$ cat src/rtl/mcu_pkg.sv
// Shared types and constants for the CPU/MCU shared-RAM arbiter.
package mcu_pkg;

  // CPU transaction sequencer states
  typedef enum logic [2:0] {
    StIdle,
    StLo,
    StHi,
    StWait,
    StAck
  } arb_state_e;

  // Default mailbox byte addresses
  localparam logic [11:0] MboxToMcuDefault = 12'hFFF;
  localparam logic [11:0] MboxToCpuDefault = 12'hFFE;

  // MCU access latched the cycle after its strobe
  typedef struct packed {
    logic        valid;
    logic        we;
    logic [11:0] addr;
    logic [7:0]  data;
  } mcu_req_t;

  // Select one byte lane of a 16-bit word (lane 0 = low byte)
  function automatic logic [7:0] lane_byte(input logic [15:0] word, input logic lane);
    return lane ? word[15:8] : word[7:0];
  endfunction

  // Replace one byte lane of a 16-bit word
  function automatic logic [15:0] lane_merge(input logic [15:0] word, input logic lane,
                                             input logic [7:0] b);
    return lane ? {b, word[7:0]} : {word[15:8], b};
  endfunction

endpackage

$ cat src/rtl/mcu_mailbox.sv
// Mailbox interrupt flags between CPU and MCU, decoded from the shared RAM port.
module mcu_mailbox
  import mcu_pkg::*;
#(
  parameter logic [11:0] MBOX_TO_MCU = MboxToMcuDefault,
  parameter logic [11:0] MBOX_TO_CPU = MboxToCpuDefault
) (
  input  logic        i_clk,
  input  logic        i_reset,
  input  logic [11:0] i_addr,
  input  logic        i_cpu_wr,
  input  logic        i_mcu_wr,
  input  logic        i_mcu_rd,
  input  logic        i_cpu_int_clr,
  output logic        o_mcu_int,
  output logic        o_cpu_int
);

  logic r_mcu_int;
  logic r_cpu_int;
  logic w_mcu_set;
  logic w_mcu_clr;
  logic w_cpu_set;

  assign w_mcu_set = i_cpu_wr & (i_addr == MBOX_TO_MCU);
  assign w_mcu_clr = i_mcu_rd & (i_addr == MBOX_TO_MCU);
  assign w_cpu_set = i_mcu_wr & (i_addr == MBOX_TO_CPU);

  // Interrupt flags; a set in the same cycle as a clear wins
  always_ff @(posedge i_clk) begin
    if (i_reset) begin
      r_mcu_int <= 1'b0;
      r_cpu_int <= 1'b0;
    end else begin
      if (w_mcu_set) begin
        r_mcu_int <= 1'b1;
      end else if (w_mcu_clr) begin
        r_mcu_int <= 1'b0;
      end
      if (w_cpu_set) begin
        r_cpu_int <= 1'b1;
      end else if (i_cpu_int_clr) begin
        r_cpu_int <= 1'b0;
      end
    end
  end

  assign o_mcu_int = r_mcu_int;
  assign o_cpu_int = r_cpu_int;

endmodule

$ cat src/rtl/mcu_shared_ram_arb.sv
// Shared 4 KB byte RAM arbiter: MCU accesses have fixed priority, CPU word accesses
// are split into byte slots, and mailbox interrupts are raised on both sides.
module mcu_shared_ram_arb
  import mcu_pkg::*;
#(
  parameter logic [11:0] MBOX_TO_MCU = MboxToMcuDefault,
  parameter logic [11:0] MBOX_TO_CPU = MboxToCpuDefault
) (
  input  logic        CLK_32M,
  input  logic        reset,
  input  logic        cpu_req,
  input  logic [10:0] cpu_addr,
  input  logic        cpu_we,
  input  logic [1:0]  cpu_be,
  input  logic [15:0] cpu_din,
  output logic [15:0] cpu_dout,
  output logic        cpu_ack,
  input  logic        mcu_cs,
  input  logic        mcu_we,
  input  logic [11:0] mcu_addr,
  input  logic [7:0]  mcu_din,
  output logic [7:0]  mcu_dout,
  output logic        mcu_int,
  output logic        cpu_int,
  input  logic        cpu_int_clr,
  output logic [11:0] ram_addr,
  output logic        ram_we,
  output logic [7:0]  ram_wdata,
  input  logic [7:0]  ram_q
);

  arb_state_e  r_state;
  logic [10:0] r_addr;
  logic        r_we;
  logic        r_be_hi;
  logic [15:0] r_din;
  logic [15:0] r_rd_buf;
  logic [15:0] r_cpu_dout;
  logic        r_cpu_ack;
  logic        r_cpu_rd_pend;
  logic        r_cpu_rd_lane;
  mcu_req_t    r_mcu;
  logic        r_mcu_rd_pend;
  logic [7:0]  r_mcu_dout;

  logic        w_mcu_go;
  logic        w_cpu_want;
  logic        w_cpu_go;
  logic        w_cpu_lane;
  logic        w_cpu_wr;
  logic        w_mcu_wr;
  logic        w_mcu_rd;
  logic [15:0] w_rd_word;

  // RAM port arbitration; reset gates the port so an interrupted write never lands
  always_comb begin
    w_mcu_go   = r_mcu.valid & ~reset;
    w_cpu_want = 1'b0;
    w_cpu_lane = 1'b0;
    case (r_state)
      StLo: w_cpu_want = 1'b1;
      StHi: begin
        w_cpu_want = 1'b1;
        w_cpu_lane = 1'b1;
      end
      default: ;
    endcase
    w_cpu_go  = w_cpu_want & ~w_mcu_go & ~reset;
    ram_addr  = 12'h000;
    ram_we    = 1'b0;
    ram_wdata = 8'h00;
    if (w_mcu_go) begin
      ram_addr  = r_mcu.addr;
      ram_we    = r_mcu.we;
      ram_wdata = r_mcu.we ? r_mcu.data : 8'h00;
    end else if (w_cpu_go) begin
      ram_addr  = {r_addr, w_cpu_lane};
      ram_we    = r_we;
      ram_wdata = r_we ? lane_byte(r_din, w_cpu_lane) : 8'h00;
    end
  end

  // Read buffer with the byte returning this cycle folded in
  assign w_rd_word = r_cpu_rd_pend ? lane_merge(r_rd_buf, r_cpu_rd_lane, ram_q) : r_rd_buf;

  // CPU sequencer: byte slots per enabled lane, blocked slots hold, skipped lanes cost nothing
  always_ff @(posedge CLK_32M) begin
    if (reset) begin
      r_state       <= StIdle;
      r_addr        <= 11'h000;
      r_we          <= 1'b0;
      r_be_hi       <= 1'b0;
      r_din         <= 16'h0000;
      r_rd_buf      <= 16'h0000;
      r_cpu_dout    <= 16'h0000;
      r_cpu_ack     <= 1'b0;
      r_cpu_rd_pend <= 1'b0;
      r_cpu_rd_lane <= 1'b0;
    end else begin
      r_cpu_ack     <= 1'b0;
      r_cpu_rd_pend <= w_cpu_go & ~r_we;
      r_cpu_rd_lane <= w_cpu_lane;
      if (r_cpu_rd_pend) begin
        r_rd_buf <= w_rd_word;
      end
      case (r_state)
        StIdle: begin
          if (cpu_req) begin
            r_addr   <= cpu_addr;
            r_we     <= cpu_we;
            r_be_hi  <= cpu_be[1];
            r_din    <= cpu_din;
            r_rd_buf <= 16'h0000;
            if (cpu_be[0]) begin
              r_state <= StLo;
            end else if (cpu_be[1]) begin
              r_state <= StHi;
            end else begin
              r_state   <= StAck;
              r_cpu_ack <= 1'b1;
              if (!cpu_we) begin
                r_cpu_dout <= 16'h0000;
              end
            end
          end
        end
        StLo: begin
          if (w_cpu_go) begin
            if (r_be_hi) begin
              r_state <= StHi;
            end else if (r_we) begin
              r_state   <= StAck;
              r_cpu_ack <= 1'b1;
            end else begin
              r_state <= StWait;
            end
          end
        end
        StHi: begin
          if (w_cpu_go) begin
            if (r_we) begin
              r_state   <= StAck;
              r_cpu_ack <= 1'b1;
            end else begin
              r_state <= StWait;
            end
          end
        end
        StWait: begin
          r_cpu_dout <= w_rd_word;
          r_state    <= StAck;
          r_cpu_ack  <= 1'b1;
        end
        StAck: r_state <= StIdle;
        default: r_state <= StIdle;
      endcase
    end
  end

  // MCU strobe capture and read-data return
  always_ff @(posedge CLK_32M) begin
    if (reset) begin
      r_mcu         <= '0;
      r_mcu_rd_pend <= 1'b0;
      r_mcu_dout    <= 8'h00;
    end else begin
      r_mcu.valid <= mcu_cs;
      if (mcu_cs) begin
        r_mcu.we   <= mcu_we;
        r_mcu.addr <= mcu_addr;
        r_mcu.data <= mcu_din;
      end
      r_mcu_rd_pend <= w_mcu_go & ~r_mcu.we;
      if (r_mcu_rd_pend) begin
        r_mcu_dout <= ram_q;
      end
    end
  end

  assign w_cpu_wr = w_cpu_go & r_we;
  assign w_mcu_wr = w_mcu_go & r_mcu.we;
  assign w_mcu_rd = w_mcu_go & ~r_mcu.we;

  mcu_mailbox #(
    .MBOX_TO_MCU(MBOX_TO_MCU),
    .MBOX_TO_CPU(MBOX_TO_CPU)
  ) u_mailbox (
    .i_clk        (CLK_32M),
    .i_reset      (reset),
    .i_addr       (ram_addr),
    .i_cpu_wr     (w_cpu_wr),
    .i_mcu_wr     (w_mcu_wr),
    .i_mcu_rd     (w_mcu_rd),
    .i_cpu_int_clr(cpu_int_clr),
    .o_mcu_int    (mcu_int),
    .o_cpu_int    (cpu_int)
  );

  assign cpu_dout = r_cpu_dout;
  assign cpu_ack  = r_cpu_ack;
  assign mcu_dout = r_mcu_dout;

endmodule

$ cat config.mk
export PLATFORM = sky130hd
export DESIGN_NAME = mcu_shared_ram_arb
export DESIGN_NICKNAME = d
export VERILOG_FILES = /design/src/rtl/mcu_pkg.sv /design/src/rtl/mcu_mailbox.sv /design/src/rtl/mcu_shared_ram_arb.sv
export SDC_FILE = /design/constraint.sdc
export NUM_CORES = 1
export LEC_CHECK = 0
export CAP_MARGIN = 20
export CORE_ASPECT_RATIO = 2
export CORE_MARGIN = 5
export CORE_UTILIZATION = 51
export CTS_CLUSTER_DIAMETER = 200
export CTS_CLUSTER_SIZE = 16
export DETAILED_ROUTE_END_ITERATION = 8
export GPL_TIMING_DRIVEN = 0
export HOLD_SLACK_MARGIN = 0.02
export PLACE_DENSITY = 0.81
export RECOVER_POWER = 25
export SETUP_SLACK_MARGIN = 0.5
export SLEW_MARGIN = 0
export SYNTH_ARGS = -nofsm -noshare
export SYNTH_HDL_FRONTEND = slang
export SYNTH_SLANG_ARGS = --single-unit
$ cat constraint.sdc
create_clock -name CLK_32M -period 3.4 [get_ports CLK_32M]
set_input_delay 0.68 -clock CLK_32M [delete_from_list [all_inputs] [get_ports CLK_32M]]
set_output_delay 0.68 -clock CLK_32M [all_outputs]
set_load 0.05 [all_outputs]
==> impl_metrics.tcl, run 1 <==
set metrics [dict create \
    numCtsBuffers 9 \
    cts_tree "built" \
    routed_wl_um 10800 \
    syn_to_final_growth_pct 36.8 \
    final.min_clock_period_ps 2920 \
    cp_num_buf_inv 3 \
    min_from "r_din[4]$_SDFFE_PP0P_" \
    hold_buffers 0 \
    slew_viol_final 0 \
    grt_pass1_vias 3520 \
    cts_max_level 3 \
    dieWidth_um 73.0 \
    grt_max_degree 16 \
    critPathLaunch "reset" \
    drive_above_1_share_pct 9.01 \
    crit_family "buffers and inverters" \
    initial_core_util_pct 51.7 \
    fin_skew_ps 2.74 \
    synthCells 462 \
    fp.dieH_um 136 \
    rows 46 \
    leakagePower_nw 2.32 \
    cts.sinks 100 \
    syn-num-nets 526 \
    min_to "r_din[4]$_SDFFE_PP0P_" \
    place.gp.congestion 0.896 \
    rrSetupSlack_ps 1510 \
    r2r-end "r_rd_buf[10]$_SDFF_PP0_" \
    reg2regPathDepth 5 \
    synth_flop_cell "dfxtp_1" \
    endpoint_kind "output port" \
    cts-root-buf "clkbuf_16" \
    avgSynthCellArea_um2 8.76 \
    drc 0 \
    worst_setup_path_start_kind "input pin" \
    path_class "in2out" \
    finalHoldViolations 0 \
    ys_seq_elements 100 \
    syn_area_um2 4050 \
    worstHoldPathCells 2 \
    path_max_fanout 10 \
    rsz0062_at_grt "no" \
    timing.rr.start "r_state[2]$_SDFFE_PP0P_" \
    critPathSlowestCell "clkdlybuf4s15_2" \
    wl_per_cell_um 15.7 \
    arrival_ps 2240 \
    worst_slew_margin_rel_pct 55.4 \
    synth_seq_area_share_pct 49.4 \
    p_per_area_nw_per_um2 581 \
    grt_pass1_wl_um 16800 \
    maxCapViolCount 0 \
    cpPeakStageDelay_ps 440 \
    dr.pass1.iters 4 \
    clk_pin_slew_ps 60 \
    finalInstanceArea_um2 5540 \
    nets 647 \
    path_cells "dlygate4sd2_1 -> clkbuf_1 -> nor2_1 -> nand2_1 -> o21ai_0 -> clkdlybuf4s15_2" \
    synth_edf_count 0 \
    grt_usage_pct 21.9 \
    yosys_warnings 0 \
    boundaryPins 112 \
    n_antenna_cell 0 \
    tightest_slew_ps 668 \
    vias 3665 \
    antenna_found_initial 0 \
    crit_required_ps 2720 \
    synth.distinct_cells 40 \
    async_flop_share_pct 0 \
    setup_violations 0 \
    dpl.hpwl_um 7970 \
    peakVddDrop_uv 391 \
    vias_per_cell 5.36 \
    grt.overflow.total 0 \
    outcome "completed" \
    ant_nets 0 \
    cts.path.max_buffers 2 \
    hold_ws_ps 458 \
    hp-class "reg2reg" \
    min_period_over_period_pct 86.0 \
    floorplan.die_area_um2 9930 \
    drtIter0Drc 195 \
    placed_cell_area_um2 5270 \
    max_freq_mhz 342 \
    insertion_delay_ps 350 \
    core_um2 7830 \
    io_buffers 110 \
]
[layout by cell type, fill, tap and decap left out, drive strengths merged, types with 4 or more instances in the layout]
master         Yosys  layout
dfxtp            100     100
and3b              9       9
buf               12      30
nand2b             4       4
nor2b              5       5
nor2              83      83
a21oi             47      47
clkbuf            19      32
clkdlybuf4s50      0      88
nand2             71      71
o21ai             13      13
a21o               7       7
mux2i             53      53
[stage by stage]
step                power (mW)  TNS [ps]  cells  worst slack (ps)  utilization [%]
finish                    3.22         0    684               478             70.8
global route              3.35         0    684               398             70.8
CTS                       3.22         0    684               564             70.8
detailed placement        2.14     -6770    668              -507             67.3
global placement          2.12     -6840    668              -479             67.3
floorplan                 1.89         0    462               371                -
[cells by family (layout without fill, tap and decap cells)]
| group | count (synthesis) | in the layout | share of synthesized area, % |
|---|---|---|---|
| simple gates | 190 | 190 | 21.1 |
| compound gates | 84 | 84 | 12.3 |
| xor+xnor | 1 | 1 | 0.402 |
| flops | 100 | 100 | 49.4 |
| mux | 53 | 53 | 13.1 |
| buf+inv | 34 | 160 | 3.65 |
[synthesized netlist by cell type, drive strengths merged, types with 3 or more instances]
cell	count	area, um^2
nor2	83	312
a21oi	47	235
mux2i	53	531
nand3b	3	22.5
clkbuf	19	71.3
and3b	9	78.8
a22o	3	26.3
nor2b	5	33.8
nand2	71	267
o22ai	3	18.8
nand2b	4	25.0
a21o	7	52.6
buf	12	65.1
dfxtp	100	2000
and2	3	18.8
inv	3	11.3
o21ai	13	65.1
[how the worst max path moves through the flow]
stage,endpoint,depth (start not counted)
floorplan,ram_wdata[0],4
global placement,ram_wdata[3],8
detailed placement,ram_wdata[3],8
CTS,ram_wdata[4],6
global route,ram_wdata[6],8
finish,ram_addr[0],6
[per-layer routing]
layer,global-route usage [%],part of all wire (%),up-vias
met3,5.92,7.6,19
li1,-,-,1800
met5,0,0,-
met4,7.70,2.1,0
met1,26.1,41,1725
met2,36.9,49,121
[state kept, by name (all words and copies together) (netlist names)]
register / cells
cpu_ack: 1
r_mcu_rd_pend: 1
u_mailbox.o_cpu_int: 1
u_mailbox.o_mcu_int: 1
r_cpu_rd_pend: 1
r_addr: 11
r_be_hi: 1
r_din: 16
r_we: 1
r_rd_buf: 16
r_state: 3
r_cpu_rd_lane: 1
cpu_dout: 16
r_mcu: 22
mcu_dout: 8
[report_power, final]
group | total, mW | switching (mW) | internal, mW
registers | 1.36 | 0.0787 | 1.28
logic | 0.764 | 0.463 | 0.301
clock network | 1.09 | 0.425 | 0.664
total | 3.22 | 0.966 | 2.25
[layout make-up]
| cell class | instances | area, um^2 |
|---|---|---|
| Clock buffer | 12 | 246 |
| Sequential cell | 100 | 2000 |
| Inverter | 3 | 11.3 |
| Multi-Input combinational cell | 328 | 1910 |
| Buffer | 31 | 143 |
| Fill cell | 661 | 2290 |
| Tap cell | 96 | 120 |
| Clock inverter | 4 | 72.6 |
| Timing Repair Buffer | 110 | 1030 |
[worst register-to-register path, delay by kind of cell (launching register included)]
| family | cells | cell delay, ps |
|---|---|---|
| buf+inv | 2 | 530 |
| flops | 1 | 400 |
| simple gates | 3 | 850 |
[timing repair]
| action | in CTS | in global routing |
|---|---|---|
| resized for setup | 128 | 2 |
| buffers inserted | 0 | 0 |
| setup endpoints to repair | 21 | 8 |
Note: power is estimated with default switching activity, not from simulation.
==> run 2: changes to the inputs <==
--- a/config.mk
+++ b/config.mk
@@ -14,7 +14,7 @@
 export DETAILED_ROUTE_END_ITERATION = 8
 export GPL_TIMING_DRIVEN = 0
 export HOLD_SLACK_MARGIN = 0.02
-export PLACE_DENSITY = 0.81
+export PLACE_DENSITY = 0.84
 export RECOVER_POWER = 25
 export SETUP_SLACK_MARGIN = 0.5
 export SLEW_MARGIN = 0
==> run 2 against run 1 <==
Wire length is 0.56% higher. Count of clock-buffer cells in the layout rose by 1. First-iteration DRC count increased by 85%. Critical path depth increased by 2. Critical path type unchanged.
==> impl_metrics.tcl, run 2 (synthesis gave the netlist of run 1 again) <==
set metrics [dict create \
    numCtsBuffers 9 \
    final.min_clock_period_ps 2980 \
    worst_slew_margin_rel_pct 54.5 \
    drive_above_1_share_pct 9.32 \
    layout_setup_ws_ps 422 \
    slew_viol_final 0 \
    max_freq_mhz 336 \
    dr.pass1.iters 4 \
    tightest_slew_ps 683 \
    hold_ws_ps 454 \
    ant_nets 0 \
    p_clk_share_pct 33.0 \
    vias_per_cell 5.33 \
    setup_violations 0 \
    grt.overflow.total 0 \
    rows 46 \
    floorplan.die_area_um2 9930 \
    insertion_delay_ps 340 \
    seqPwrFrac_pct 42.9 \
    min_period_over_period_pct 87.6 \
    total_power_mw 3.17 \
    wl_per_cell_um 15.8 \
    crit_required_ps 2720 \
    drc 0 \
    grt_usage_pct 22.2 \
    worst_setup_path_start_kind "input pin" \
    placed_cell_area_um2 5270 \
    intPower_mw 2.21 \
    grt_pass1_wl_um 17000 \
    n_antenna_cell 0 \
    finalInstanceArea_um2 5530 \
    hp-class "reg2reg" \
    rsz0062_at_grt "no" \
    routed_wl_um 10800 \
    endpoint_kind "output port" \
    dpl.hpwl_um 8070 \
    grt_pass1_vias 3604 \
    place.gp.congestion 0.910 \
    drtIter0Drc 361 \
    antenna_found_initial 0 \
    p_per_area_nw_per_um2 573 \
    p_sw_mw 0.954 \
    cts_max_level 3 \
    hold_buffers 0 \
    n_fill_cell 646 \
    mostFrequentLayoutCell "dfxtp_1" \
    finalHoldViolations 0 \
    nets 649 \
    syn_to_final_growth_pct 36.6 \
    grt_max_degree 16 \
    final_cell_mix "dfxtp_1 (100), clkdlybuf4s50_1 (87), nor2_1 (83), nand2_1 (70), mux2i_1 (53)" \
    leakagePower_nw 2.34 \
    initial_core_util_pct 51.7 \
    core_um2 7830 \
    io_buffers 110 \
    cts.sinks 100 \
    p_comb_share_pct 24.1 \
    top_register "r_mcu" \
    p_sw_share_pct 30.1 \
    path_max_fanout 10 \
    place_ws_ps -529 \
    finalSetupTns_ps 0 \
    largest_register_ffs 22 \
    boundaryPins 112 \
    cts.path.max_buffers 2 \
    outcome "completed" \
    path_class "in2out" \
    cts-root-buf "clkbuf_16" \
    peakVddDrop_uv 349 \
    fin_skew_ps 7.61 \
    dieWidth_um 73.0 \
    vias 3657 \
    arrival_ps 2300 \
    clk_pin_slew_ps 60 \
    cts_tree "built" \
    fp.dieH_um 136 \
    maxCapViolCount 0 \
]
[run 2: cell count changes in the layout (fill, tap and decap cells not counted), sizes merged]
cell	change
clkdlybuf4s50	-1
clkinvlp	-1
clkbuf	+2
dlygate4sd3	+1
clkdlybuf4s15	-1
clkinv	+1
buf	+2
bufinv	-1
[run 2: final timing paths]
kind         cells past startpoint                  start                               end  slack [ps]
max                              8                  reset                      ram_wdata[6]         420
min                              2  r_din[3]$_SDFFE_PP0P_             r_din[3]$_SDFFE_PP0P_         450
max reg2reg                      7   r_mcu[21]$_SDFF_PP0_  u_mailbox.o_cpu_int$_SDFFE_PP0P_        1390
min reg2reg                      2  r_din[3]$_SDFFE_PP0P_             r_din[3]$_SDFFE_PP0P_         450
[run 2: final cells by class]
class,count,area [um^2],share of cell area (%)
Clock inverter,3,43.8,0.792
Buffer,31,145,2.62
Tap cell,96,120,2.17
Sequential cell,100,2000,36.2
Timing Repair Buffer,112,1030,18.7
Clock buffer,13,270,4.89
Multi-Input combinational cell,328,1910,34.4
Inverter,3,11.3,0.204
[run 2: repair_timing]
item | 4_1_cts | 5_1_grt
gates resized for setup | 126 | 3
setup buffers | 2 | 0
setup endpoints to repair | 21 | 4
[run 2: critical path, stage by stage]
cell and delay [ps]:
dlygate4sd2_1 290, buf_4 190, nor2b_1 320, and2_1 180
clkbuf_4 200, nand2_1 100, o21ai_0 100, buf_4 230
[run 2: routing by layer]
| layer | wire length (um) | vias to the layer above | share of wire [%] | GRT usage [%] |
|---|---|---|---|---|
| met1 | 4360 | 1696 | 40 | 26.7 |
| met3 | 913 | 15 | 8.4 | 6.44 |
| li1 | - | 1809 | - | - |
| met2 | 5370 | 137 | 50 | 37.1 |
| met5 | 0 | - | 0 | 0 |
| met4 | 164 | 0 | 1.5 | 7.19 |
[run 2: metrics by stage]
stage | util, % | std cells
after CTS | 70.8 | 686
after floorplan | - | 462
final | 70.7 | 686
after global routing | 70.7 | 686
after detailed placement | 67.3 | 668
after global placement | 67.3 | 668
[run 2: power by group through the flow]
stage | logic [mW] | clock network (mW) | registers [mW]
global route | 0.824 | 1.11 | 1.37
detailed placement | 0.759 | 0 | 1.38
floorplan | 0.504 | 0 | 1.38
CTS | 0.764 | 1.06 | 1.36
global placement | 0.745 | 0 | 1.38
finish | 0.764 | 1.04 | 1.36
